===== src/rtl/byte_nibble_tx_if.sv =====
// Byte-in / nibble-out handshake bundle for byte_nibble_tx.
interface byte_nibble_tx_if;
  logic [7:0] in_data;
  logic       in_valid;
  logic       in_ready;
  logic [3:0] out_nib;
  logic       out_valid;
  logic       out_ready;
  logic       out_last;
  logic       busy;

  modport master (
    output in_data, in_valid, out_ready,
    input  in_ready, out_nib, out_valid, out_last, busy
  );

  modport slave (
    input  in_data, in_valid, out_ready,
    output in_ready, out_nib, out_valid, out_last, busy
  );
endinterface


===== src/rtl/byte_nibble_tx.sv =====
// Buffers bytes in a small FIFO and sends each as a pair of nibbles with a last marker.
// Optional BYTE_NIBBLE_TX_ZERO_SKIP_EN: bytes with a zero high nibble go out as one nibble.
module byte_nibble_tx #(
  parameter int unsigned DEPTH      = 2,
  parameter int unsigned HIGH_FIRST = 0
) (
  input  logic           clk,
  input  logic           rst,
  byte_nibble_tx_if.slave bus
);
  localparam int unsigned PW = (DEPTH > 1) ? $clog2(DEPTH) : 1;
  localparam int unsigned CW = $clog2(DEPTH) + 1;

  typedef enum logic [1:0] {IDLE, FIRST, SECOND} state_t;

  logic [7:0]    mem [DEPTH];
  logic [PW-1:0] wr_ptr;
  logic [PW-1:0] rd_ptr;
  logic [CW-1:0] count;
  logic [CW-1:0] count_nx;
  state_t        state;
  logic [3:0]    hold_nib;
  logic [7:0]    head;
  logic          push;
  logic          pop;
  logic          skip;
  logic          out_done;
  logic          valid_nx;

  assign bus.in_ready = (count != CW'(DEPTH));
  assign head         = mem[rd_ptr];
  assign push         = bus.in_valid && bus.in_ready;
  assign out_done     = bus.out_valid && bus.out_ready;
  assign pop          = (count != '0) &&
                        ((state == IDLE) || ((state == SECOND) && out_done));

`ifdef BYTE_NIBBLE_TX_ZERO_SKIP_EN
  assign skip = (head[7:4] == 4'h0);
`else
  assign skip = 1'b0;
`endif

  // Next occupancy, also used to register busy without a cycle of lag
  always_comb begin
    count_nx = count;
    case ({push, pop})
      2'b10:   count_nx = count + CW'(1);
      2'b01:   count_nx = count - CW'(1);
      default: count_nx = count;
    endcase
  end

  assign valid_nx = pop || (bus.out_valid && !((state == SECOND) && out_done));

  always_ff @(posedge clk) begin
    if (push) mem[wr_ptr] <= bus.in_data;
  end

  always_ff @(posedge clk or posedge rst) begin
    if (rst) begin
      wr_ptr <= '0;
      rd_ptr <= '0;
      count  <= '0;
    end else begin
      if (push) wr_ptr <= wr_ptr + PW'(1);
      if (pop)  rd_ptr <= rd_ptr + PW'(1);
      count <= count_nx;
    end
  end

  // Output sequencer: a pop always starts a new byte, whatever the current state
  always_ff @(posedge clk or posedge rst) begin
    if (rst) begin
      state         <= IDLE;
      hold_nib      <= 4'h0;
      bus.out_valid <= 1'b0;
      bus.out_nib   <= 4'h0;
      bus.out_last  <= 1'b0;
      bus.busy      <= 1'b0;
    end else begin
      bus.busy <= valid_nx || (count_nx != '0);
      if (pop) begin
        bus.out_valid <= 1'b1;
        if (skip) begin
          state        <= SECOND;
          bus.out_nib  <= head[3:0];
          bus.out_last <= 1'b1;
        end else begin
          state        <= FIRST;
          bus.out_last <= 1'b0;
          bus.out_nib  <= (HIGH_FIRST != 0) ? head[7:4] : head[3:0];
          hold_nib     <= (HIGH_FIRST != 0) ? head[3:0] : head[7:4];
        end
      end else if (out_done) begin
        case (state)
          FIRST: begin
            state        <= SECOND;
            bus.out_nib  <= hold_nib;
            bus.out_last <= 1'b1;
          end
          default: begin
            state         <= IDLE;
            bus.out_valid <= 1'b0;
            bus.out_last  <= 1'b0;
          end
        endcase
      end
    end
  end
endmodule


===== src/flat_wrapper.sv =====
// flat-port wrapper written by rule: the top's interface ports become plain ports
module byte_nibble_tx_flat 
#(
  parameter int unsigned DEPTH      = 2,
  parameter int unsigned HIGH_FIRST = 0
)
  (clk, rst, bus_in_data, bus_in_valid, bus_out_ready, bus_in_ready, bus_out_nib, bus_out_valid, bus_out_last, bus_busy);
  byte_nibble_tx_if bus_i ();
  input  logic clk;
  input  logic rst;
  input wire logic [$bits(bus_i.in_data)-1:0] bus_in_data;
  input wire logic [$bits(bus_i.in_valid)-1:0] bus_in_valid;
  input wire logic [$bits(bus_i.out_ready)-1:0] bus_out_ready;
  output wire logic [$bits(bus_i.in_ready)-1:0] bus_in_ready;
  output wire logic [$bits(bus_i.out_nib)-1:0] bus_out_nib;
  output wire logic [$bits(bus_i.out_valid)-1:0] bus_out_valid;
  output wire logic [$bits(bus_i.out_last)-1:0] bus_out_last;
  output wire logic [$bits(bus_i.busy)-1:0] bus_busy;
  assign bus_i.in_data = bus_in_data;
  assign bus_i.in_valid = bus_in_valid;
  assign bus_i.out_ready = bus_out_ready;
  assign bus_in_ready = bus_i.in_ready;
  assign bus_out_nib = bus_i.out_nib;
  assign bus_out_valid = bus_i.out_valid;
  assign bus_out_last = bus_i.out_last;
  assign bus_busy = bus_i.busy;
  byte_nibble_tx #(.DEPTH(DEPTH), .HIGH_FIRST(HIGH_FIRST)) u_core (.clk(clk), .rst(rst), .bus(bus_i));
endmodule

===== config.mk =====
export PLATFORM = sky130hd
export DESIGN_NAME = byte_nibble_tx_flat
export DESIGN_NICKNAME = d
export VERILOG_FILES = /design/src/rtl/byte_nibble_tx_if.sv /design/src/rtl/byte_nibble_tx.sv /design/src/flat_wrapper.sv
export SDC_FILE = /design/constraint.sdc
export NUM_CORES = 1
export LEC_CHECK = 0
export CORE_MARGIN = 2
export CORE_UTILIZATION = 55
export DETAILED_ROUTE_END_ITERATION = 6
export PLACE_DENSITY = 0.81
export SLEW_MARGIN = 10
export SYNTH_ARGS = -nofsm -noshare
export SYNTH_HDL_FRONTEND = slang
export SYNTH_SLANG_ARGS = --single-unit

===== constraint.sdc =====
create_clock -name clk -period 4.85 [get_ports clk]
set_clock_uncertainty 0.1 [all_clocks]
set_input_delay 0.97 -clock clk [delete_from_list [all_inputs] [get_ports clk]]
set_output_delay 0.97 -clock clk [all_outputs]
set_load 0.01 [all_outputs]

# Word-level counts from Yosys, hierarchy flattened
# Memory sizes are Yosys's and may differ from the RTL's.
# Index checks and enable logic that the tools add are counted.
dict set report classes {
  add_sub_neg 4
  multipliers 0
  div 0
  magnitude_cmp 0
  eq_ne 6
  shift 0
  n_mux 15
  bitwise 0
  n_reduce_logical 16
}
# op count
set ops {}
lappend ops {{$mux 4} 3}
lappend ops {{$mux 1} 8}
lappend ops {{$reduce_bool 2->1} 4}
lappend ops {{$mux 2} 3}
lappend ops {{$logic_and 1x1->1} 5}
lappend ops {{$eq 2x1->1 const B} 2}
lappend ops {{$eq 2x2->1 const B} 2}
lappend ops {{$pmux 2 s2} 1}
lappend ops {{$reduce_and 2->1} 2}
lappend ops {{$logic_or 1x1->1} 3}
lappend ops {{$add 1x1->1 const B} 2}
lappend ops {{$add 2x1->2 const B} 1}
lappend ops {{$logic_not 2->1} 1}
lappend ops {{$ne 2x1->1 const B} 1}
lappend ops {{$ne 2x2->1 const B} 1}
lappend ops {{$sub 2x1->2 const B} 1}
lappend ops {{$logic_not 1->1} 1}
dict set report word_totals {
  register_bits 17
  latch_bits 0
  ram_bits 16
  romBits 0
  out_inout_bits 8
  memories 1
}
# name depth word_bits read_ports rd_ports_with_merged_regs write_ports line
set mem_list {}
lappend mem_list {u_core.mem 2 8 1 0 1 byte_nibble_tx.sv:16} ;# logic [7:0] mem [DEPTH];

# Logic depth before layout (Yosys ltp)
# Gate-level depths: netlist of the first run.
dict set report logic_depth {
  word_depth 8
  depth_mapped 8
  depth_no_buf 7
}

# Worst setup path after synthesis of the first run
# No wires, ideal clock.
dict set report synth_timing {
  path_type {input -> register}
  startpoint {input port bus_out_ready}
  endpoint {register u_core.bus.busy}
  arrival_ns 2.431
  t_required_ns 4.611
  setup_slack_ns 2.181
  stages 8
  path_buffers 1
  cell_sequence {nand2_1 > a21oi_2 > buf_4 > ha_1 > xnor2_1 > nor2_1 > xor2_1 > or4b_1}
}
dict set report synth_between {
  elab_chain_len 8
  word_cells_on_any_way 12
  classes_between {2 x eq/ne; 1 x mux; 9 x reduce/logical}
}
# element line
set synth_rtl {}
lappend synth_rtl {{start: declaration} flat_wrapper.sv:13} ;# input wire logic [$bits(bus_i.out_ready)-1:0] bus_out_ready;
lappend synth_rtl {{$logic_and 1x1->1 *} byte_nibble_tx.sv:33} ;# assign out_done = bus.out_valid && bus.out_ready;
lappend synth_rtl {{$logic_and 1x1->1 *} byte_nibble_tx.sv:35} ;# ((state == IDLE) || ((state == SECOND) && out_done));
lappend synth_rtl {{$logic_or 1x1->1 *} byte_nibble_tx.sv:35}
lappend synth_rtl {{$logic_and 1x1->1 *} byte_nibble_tx.sv:34} ;# assign pop = (count != '0) &&
lappend synth_rtl {{named net u_core.pop} byte_nibble_tx.sv:25} ;# logic pop;
lappend synth_rtl {{$eq 2x1->1 / $eq 2x2->1 (equally long branches)} byte_nibble_tx.sv:46} ;# case ({push, pop})
lappend synth_rtl {{$pmux 2 s2 *} byte_nibble_tx.sv:46}
lappend synth_rtl {{named net u_core.count_nx[1]} byte_nibble_tx.sv:20} ;# logic [CW-1:0] count_nx;
lappend synth_rtl {{$reduce_bool 2->1 *} byte_nibble_tx.sv:81} ;# bus.busy <= valid_nx || (count_nx != '0);
lappend synth_rtl {{$logic_or 1x1->1 *} byte_nibble_tx.sv:81}
lappend synth_rtl {{end signal: assignment} byte_nibble_tx.sv:81}
lappend synth_rtl {{end: declaration} byte_nibble_tx_if.sv:19} ;# output in_ready, out_nib, out_valid, out_last, busy
# Mark *: on every way through the listed nets, which the timed path passes. The rest lies on a longest branch.
# A chain may end at the register's enable or synchronous reset.

# Final worst setup path of the first run
dict set report layout_timing {
  startpoint {input port bus_out_ready}
  endpoint {register u_core.bus.busy}
}
dict set report layout_between {
  elab_chain_len 8
  word_cells_on_any_way 12
  classes_between {2 x eq/ne; 1 x mux; 9 x reduce/logical}
}
# element line
set layout_rtl {}
lappend layout_rtl {{$logic_and 1x1->1 *} byte_nibble_tx.sv:33}
lappend layout_rtl {{$logic_and 1x1->1 *} byte_nibble_tx.sv:35}
lappend layout_rtl {{$logic_or 1x1->1 *} byte_nibble_tx.sv:35}
lappend layout_rtl {{$logic_and 1x1->1 *} byte_nibble_tx.sv:34}
lappend layout_rtl {{$eq 2x1->1 / $eq 2x2->1 (equally long branches)} byte_nibble_tx.sv:46}
lappend layout_rtl {{$pmux 2 s2 *} byte_nibble_tx.sv:46}
lappend layout_rtl {{named net u_core.count_nx[1]} byte_nibble_tx.sv:20}
lappend layout_rtl {{$reduce_bool 2->1 *} byte_nibble_tx.sv:81}
lappend layout_rtl {{$logic_or 1x1->1 *} byte_nibble_tx.sv:81}
# Marked as above.

==> results of run 1 <==
[area by class of cell]
type	count	area (um2)
clock buffer	7	65.06
clock inverter	1	30.03
fill	171	629.4
inverter	2	7.507
multi-input combinational	52	374.1
sequential	32	880.8
tap	28	35.03
timing repair buffer	19	190.2
[synth_stat cells (2+ instances only)]
library cell and number:
dfrtp_1 16, edfxtp_1 16, a21oi_1 8, mux2i_1 8
nand2_1 6, mux2_2 4, nor2_1 4, o21ai_0 4
xnor2_1 3, a21o_1 2, inv_1 2, xor2_1 2
[registers in the layout, indices dropped and copies added, names as in the netlist]
signal and count:
u_core.hold_nib 4, u_core.bus.out_last 1, u_core.rd_ptr 1, u_core.mem 16, u_core.count 2, u_core.state 1, u_core.bus.out_nib 4, u_core.wr_ptr 1
u_core.bus.out_valid 1, u_core.bus.busy 1
[how the worst max path moves through the flow]
stage,start,endpoint,depth (start not counted)
after floorplan,bus_out_ready,u_core.bus.busy$_DFF_PP0_,8
after global placement,bus_out_ready,u_core.bus.busy$_DFF_PP0_,8
after detailed placement,bus_out_ready,u_core.bus.busy$_DFF_PP0_,8
after CTS,bus_out_ready,u_core.bus.busy$_DFF_PP0_,7
after global routing,bus_out_ready,u_core.bus.busy$_DFF_PP0_,7
final,bus_out_ready,u_core.bus.busy$_DFF_PP0_,7
[metrics by stage]
stage          cells  instance area [um2]
2_1_floorplan     88                 1275
3_5_place_dp     133                 1488
3_3_place_gp     133                 1488
5_1_grt          141                 1583
6_report         141                 1583
4_1_cts          141                 1583
[kinds of logic after synthesis]
group / count (synthesis) / share of synthesized area, %
buffers and inverters: 4 / 1.570
flip-flops: 32 / 69.09
adder cells (fa/ha/maj): 1 / 0.9812
AND/OR/NAND/NOR: 14 / 5.202
AO/OA/AOI/OAI: 20 / 9.912
XOR/XNOR: 5 / 3.435
multiplexers: 12 / 9.814
[routing by layer]
metal  part of all wire, %  up-vias  GRT usage, %
met5                     0        -             0
met4                  0.98        0         11.54
met3                   5.8        2         6.034
met2                    50       21         30.17
met1                    43      349         22.64
li1                      -      369             -
[power breakdown]
group	internal, uW	switching (uW)
logic	197	175
registers	391	72.5
clock network	137	86.1
total	724	333
[worst max-delay path: stages]
cell	delay, ps
clkdlybuf4s50_1	540
nand2_1	130
a21oi_2	550
ha_1	390
nor2_1	170
xor2_1	100
or4b_1	480
[layout by cell type, fill, tap and decap left out]
cell,netlist,layout
clkbuf_8,0,2
a21o_1,2,2
clkbuf_4,0,5
o22a_1,1,1
a31oi_1,1,1
a21bo_2,1,1
mux2_2,4,4
clkdlybuf4s50_1,0,19
o21ai_0,4,4
inv_1,2,2
and3_1,1,1
a21oi_1,8,8
nand2b_1,1,1
bufinv_16,0,1
edfxtp_1,16,16
mux2i_1,8,8
ha_1,1,1
nand2_1,6,6
nor2_1,4,4
or4b_1,1,1
o21ba_2,1,1
or3_1,1,1
xnor2_1,3,3
o21bai_1,1,1
dfrtp_1,16,16
a21oi_2,1,1
xor2_1,2,2
==> results.cfg, run 1 <==
[clocking]
cts_max_level = 2
post_cts_resized = 0
cts_buffers = 5
post_cts_buffers = 0
hold_buffers = 0
clkSinkCount = 32
clk_pin_slew_ps = 90
clockBufferDepth = 2
cts_tree = done
clockRootBuffer = clkbuf_4
clk_latency_ps = 330

[worst_setup_path]
reg2reg_from = u_core.state[0]$_DFFE_PP0P_
worstSetupPathType = primary input to flip-flop
endpoint_kind = flip-flop
r2r_cells = 6
path_max_fanout = 17
crit_path_start_kind = primary input
r2r-end = u_core.bus.busy$_DFF_PP0_
worstPathArrival_ps = 3330
reg2reg_slack_ps = 2340
required_ps = 4950

[die]
dieArea_mm2 = 0.002719
num_rows = 17
die_x_um = 52.15
die_y_um = 52.15
coreArea_mm2 = 0.002212
start_util_pct = 57.64
pin_count = 20

[logic_synthesis]
ys_async_sr_fraction_pct = 50.00
synth_nets = 101
synth_area_mm2 = 0.001275
synth_top_area_share_pct = 37.68
ys_top_cells_by_area = edfxtp_1 (38%), dfrtp_1 (31%), mux2i_1 (6.3%), mux2_2 (3.5%), a21oi_1 (3.1%)
synth-seq-area-share_pct = 69.09
post_synth.cell_area_avg_um2 = 14.49
yosysWarnings = 0
synth-main-ff-cell = edfxtp_1
synthCells = 88
synth_edf_count = 16
yosysTopAreaCell = edfxtp_1
yosysUniqueCellTypes = 25
ys_ff_latch = 32

[grt]
grt_antenna_before_repair = 0
grtUsageTotal_pct = 19.05
grt.overflow.total = 0
grt_pass1_vias = 746
grt_pass1_wl_um = 3470
grt_max_degree = 18

[sta]
rsz0062_at_grt = false
relSlewSlack_pct = 54.15
hold_violations = 0
setup_violations = 0
holdWs_ps = 397.1
finalCriticalPeriod_ps = 3235
fin_setup_tns_ps = 0
tightest_slew_ps = 685.2
fin_ws_ps = 1615
maxSlewViolCount = 0
clock.fmax_mhz = 309.1
fin_crit_sh_pct = 66.71

[final_layout]
drive_gt1_share_pct = 13.27
antennaDiodeCount = 0
fin_util_pct = 71.55
area_delta_synth_final_pct = 24.14
final_nets = 125

[run_status]
status = complete, no violations

[power]
finalPower_uw = 1058
p_leak_uw = 0.0006390
powerDensity_mw_per_mm2 = 668.3
vdd_ir_drop_max_uv = 500.5

[min_path]
holdPathStages = 1
min_from = u_core.wr_ptr$_DFFE_PP0P_
min_path_type = flip-flop to flip-flop
whs_endpoint = u_core.wr_ptr$_DFFE_PP0P_

[placement]
finalWeightedCongestion = 0.7503
io_buffers = 19
pre_cts_ws_ps = 1312
dpl.hpwl_um = 1346

[run]
drv_cap = 0

[detailed_routing]
vias_per_cell = 5.255
ant_nets = 0
firstDrtPassIters = 4
routed_wl_um = 1937
drc_errors = 0
drtIter0Drc = 5
vias = 741
wl_per_cell_um = 13.74
Note: power is estimated with default switching activity, not from simulation.
==> run 2, diff against run 1 <==
Settings changed: CORE_UTILIZATION 55 to 51, PLACE_DENSITY 0.81 to 0.76.
Clock period 4.85 ns to 3.1 ns, I/O delays scaled along.
==> results.cfg, run 2 (same netlist as run 1, synthesis figures left out) <==
[run_status]
status = complete, no violations

[worst_setup_path]
reg2reg_slack_ps = 1040
worstSetupPathType = primary input to flip-flop
crit_path_start_kind = primary input
reg2reg_from = u_core.count[0]$_DFF_PP0_
path_max_fanout = 5
r2r_cells = 7
required_ps = 3180
r2r-end = u_core.bus.busy$_DFF_PP0_
endpoint_kind = flip-flop
worstPathArrival_ps = 2470

[sta]
finalCriticalPeriod_ps = 2390
tightest_slew_ps = 587.3
maxSlewViolCount = 0
relSlewSlack_pct = 60.80
rsz0062_at_grt = false
clock.fmax_mhz = 418.4
fin_setup_tns_ps = 0
setup_violations = 0
hold_violations = 0
fin_ws_ps = 709.9
holdWs_ps = 396.7
fin_crit_sh_pct = 77.10

[final_layout]
final_nets = 127
antennaDiodeCount = 0
final_common_cell = clkdlybuf4s50_1
fin_util_pct = 63.94
layout_common_cells = clkdlybuf4s50_1 (19), dfrtp_1 (16), edfxtp_1 (16), mux2i_1 (8), a21oi_1 (8)
instances_no_fill = 145
drive_gt1_share_pct = 13.04
area_delta_synth_final_pct = 21.98
top_register = u_core.mem
reg_top3 = u_core.mem: 16 flops, u_core.bus.out_nib: 4 flops, u_core.hold_nib: 4 flops
largest_register_ff_count = 16

[detailed_routing]
vias_per_cell = 5.241
wl_per_cell_um = 13.80
drc_errors = 0
vias = 760
routed_wl_um = 2001
drtIter0Drc = 13
firstDrtPassIters = 4
ant_nets = 0

[clocking]
clkSinkCount = 32
clk_latency_ps = 310
cts_max_level = 2
clockRootBuffer = clkbuf_4
cts_tree = done
clockBufferDepth = 2
clk_pin_slew_ps = 90
hold_buffers = 0
post_cts_resized = 0
cts_buffers = 5
post_cts_buffers = 0

[placement]
dpl.hpwl_um = 1384
place_inst = 137
finalWeightedCongestion = 0.6637
io_buffers = 19
pre_cts_ws_ps = 415.9

[min_path]
min_from = u_core.wr_ptr$_DFFE_PP0P_
holdPathStages = 1
whs_endpoint = u_core.wr_ptr$_DFFE_PP0P_
min_path_type = flip-flop to flip-flop

[power]
internal-power_uw = 1021
p_leak_uw = 0.0006271
powerDensity_mw_per_mm2 = 993.6
combPwrFrac_pct = 39.0
clkPwrFrac_pct = 13.8
swShare_pct = 33.90
vdd_ir_drop_max_uv = 560.4
p_sw_uw = 523.8
p_seq_share_pct = 47.2

[grt]
grt.overflow.total = 0
grtUsageTotal_pct = 16.80
grt_antenna_before_repair = 0
grt_pass1_vias = 714
grt_pass1_wl_um = 3270
grt_max_degree = 17

[die]
dieArea_mm2 = 0.002916
coreArea_mm2 = 0.002432
num_rows = 18
die_x_um = 54
die_y_um = 54
start_util_pct = 52.42
pin_count = 20

[run]
drv_cap = 0
[run 2: changes by cell type in the layout (fill, tap and decap cells not counted), sizes merged]
cell,change
buf,+2
bufinv,-1
clkinv,+1
[run 2: cell type report]
class / instances / area, um2
Tap cell: 30 / 37.54
Inverter: 2 / 7.507
Clock buffer: 7 / 45.04
Timing Repair Buffer: 21 / 205.2
Fill cell: 184 / 877.1
Sequential cell: 32 / 880.8
Clock inverter: 1 / 5.005
Multi-Input combinational cell: 52 / 374.1
[run 2: critical path, cell delays in order]
cell             delay, ps
clkdlybuf4s50_1        540
nand2_1                140
a21oi_2                180
ha_1                   170
xnor2_1                120
nor2_1                  70
xor2_1                 150
or4b_1                 470
[run 2: power groups by stage]
stage          sequential (uW)  combinational (uW)  clock [uW]
6_report                   729                 603         213
5_1_grt                    748                 673         239
4_1_cts                    730                 609         222
3_5_place_dp               739                 604           0
3_3_place_gp               727                 581           0
2_1_floorplan              709                 416           0
[run 2: per-layer routing]
layer	track usage (%)	wire length [um]
met1	20.37	827
met2	27.64	1064
met3	5.833	93
met4	6.250	16
met5	0	0
[run 2: worst max-delay path by stage]
stage | start | to | cells past startpoint
after floorplan | bus_out_ready | u_core.bus.busy$_DFF_PP0_ | 8
after global placement | bus_out_ready | u_core.bus.busy$_DFF_PP0_ | 8
after detailed placement | bus_out_ready | u_core.bus.busy$_DFF_PP0_ | 8
after CTS | bus_out_ready | u_core.bus.busy$_DFF_PP0_ | 8
after global routing | bus_out_ready | u_core.bus.busy$_DFF_PP0_ | 7
final | bus_out_ready | u_core.bus.busy$_DFF_PP0_ | 8
[run 2: stage by stage]
stage          cell area [um2]  power, uW
3_5_place_dp              1505       1342
3_3_place_gp              1505       1307
4_1_cts                   1555       1561
5_1_grt                   1555       1660
2_1_floorplan             1275       1125
6_report                  1555       1545
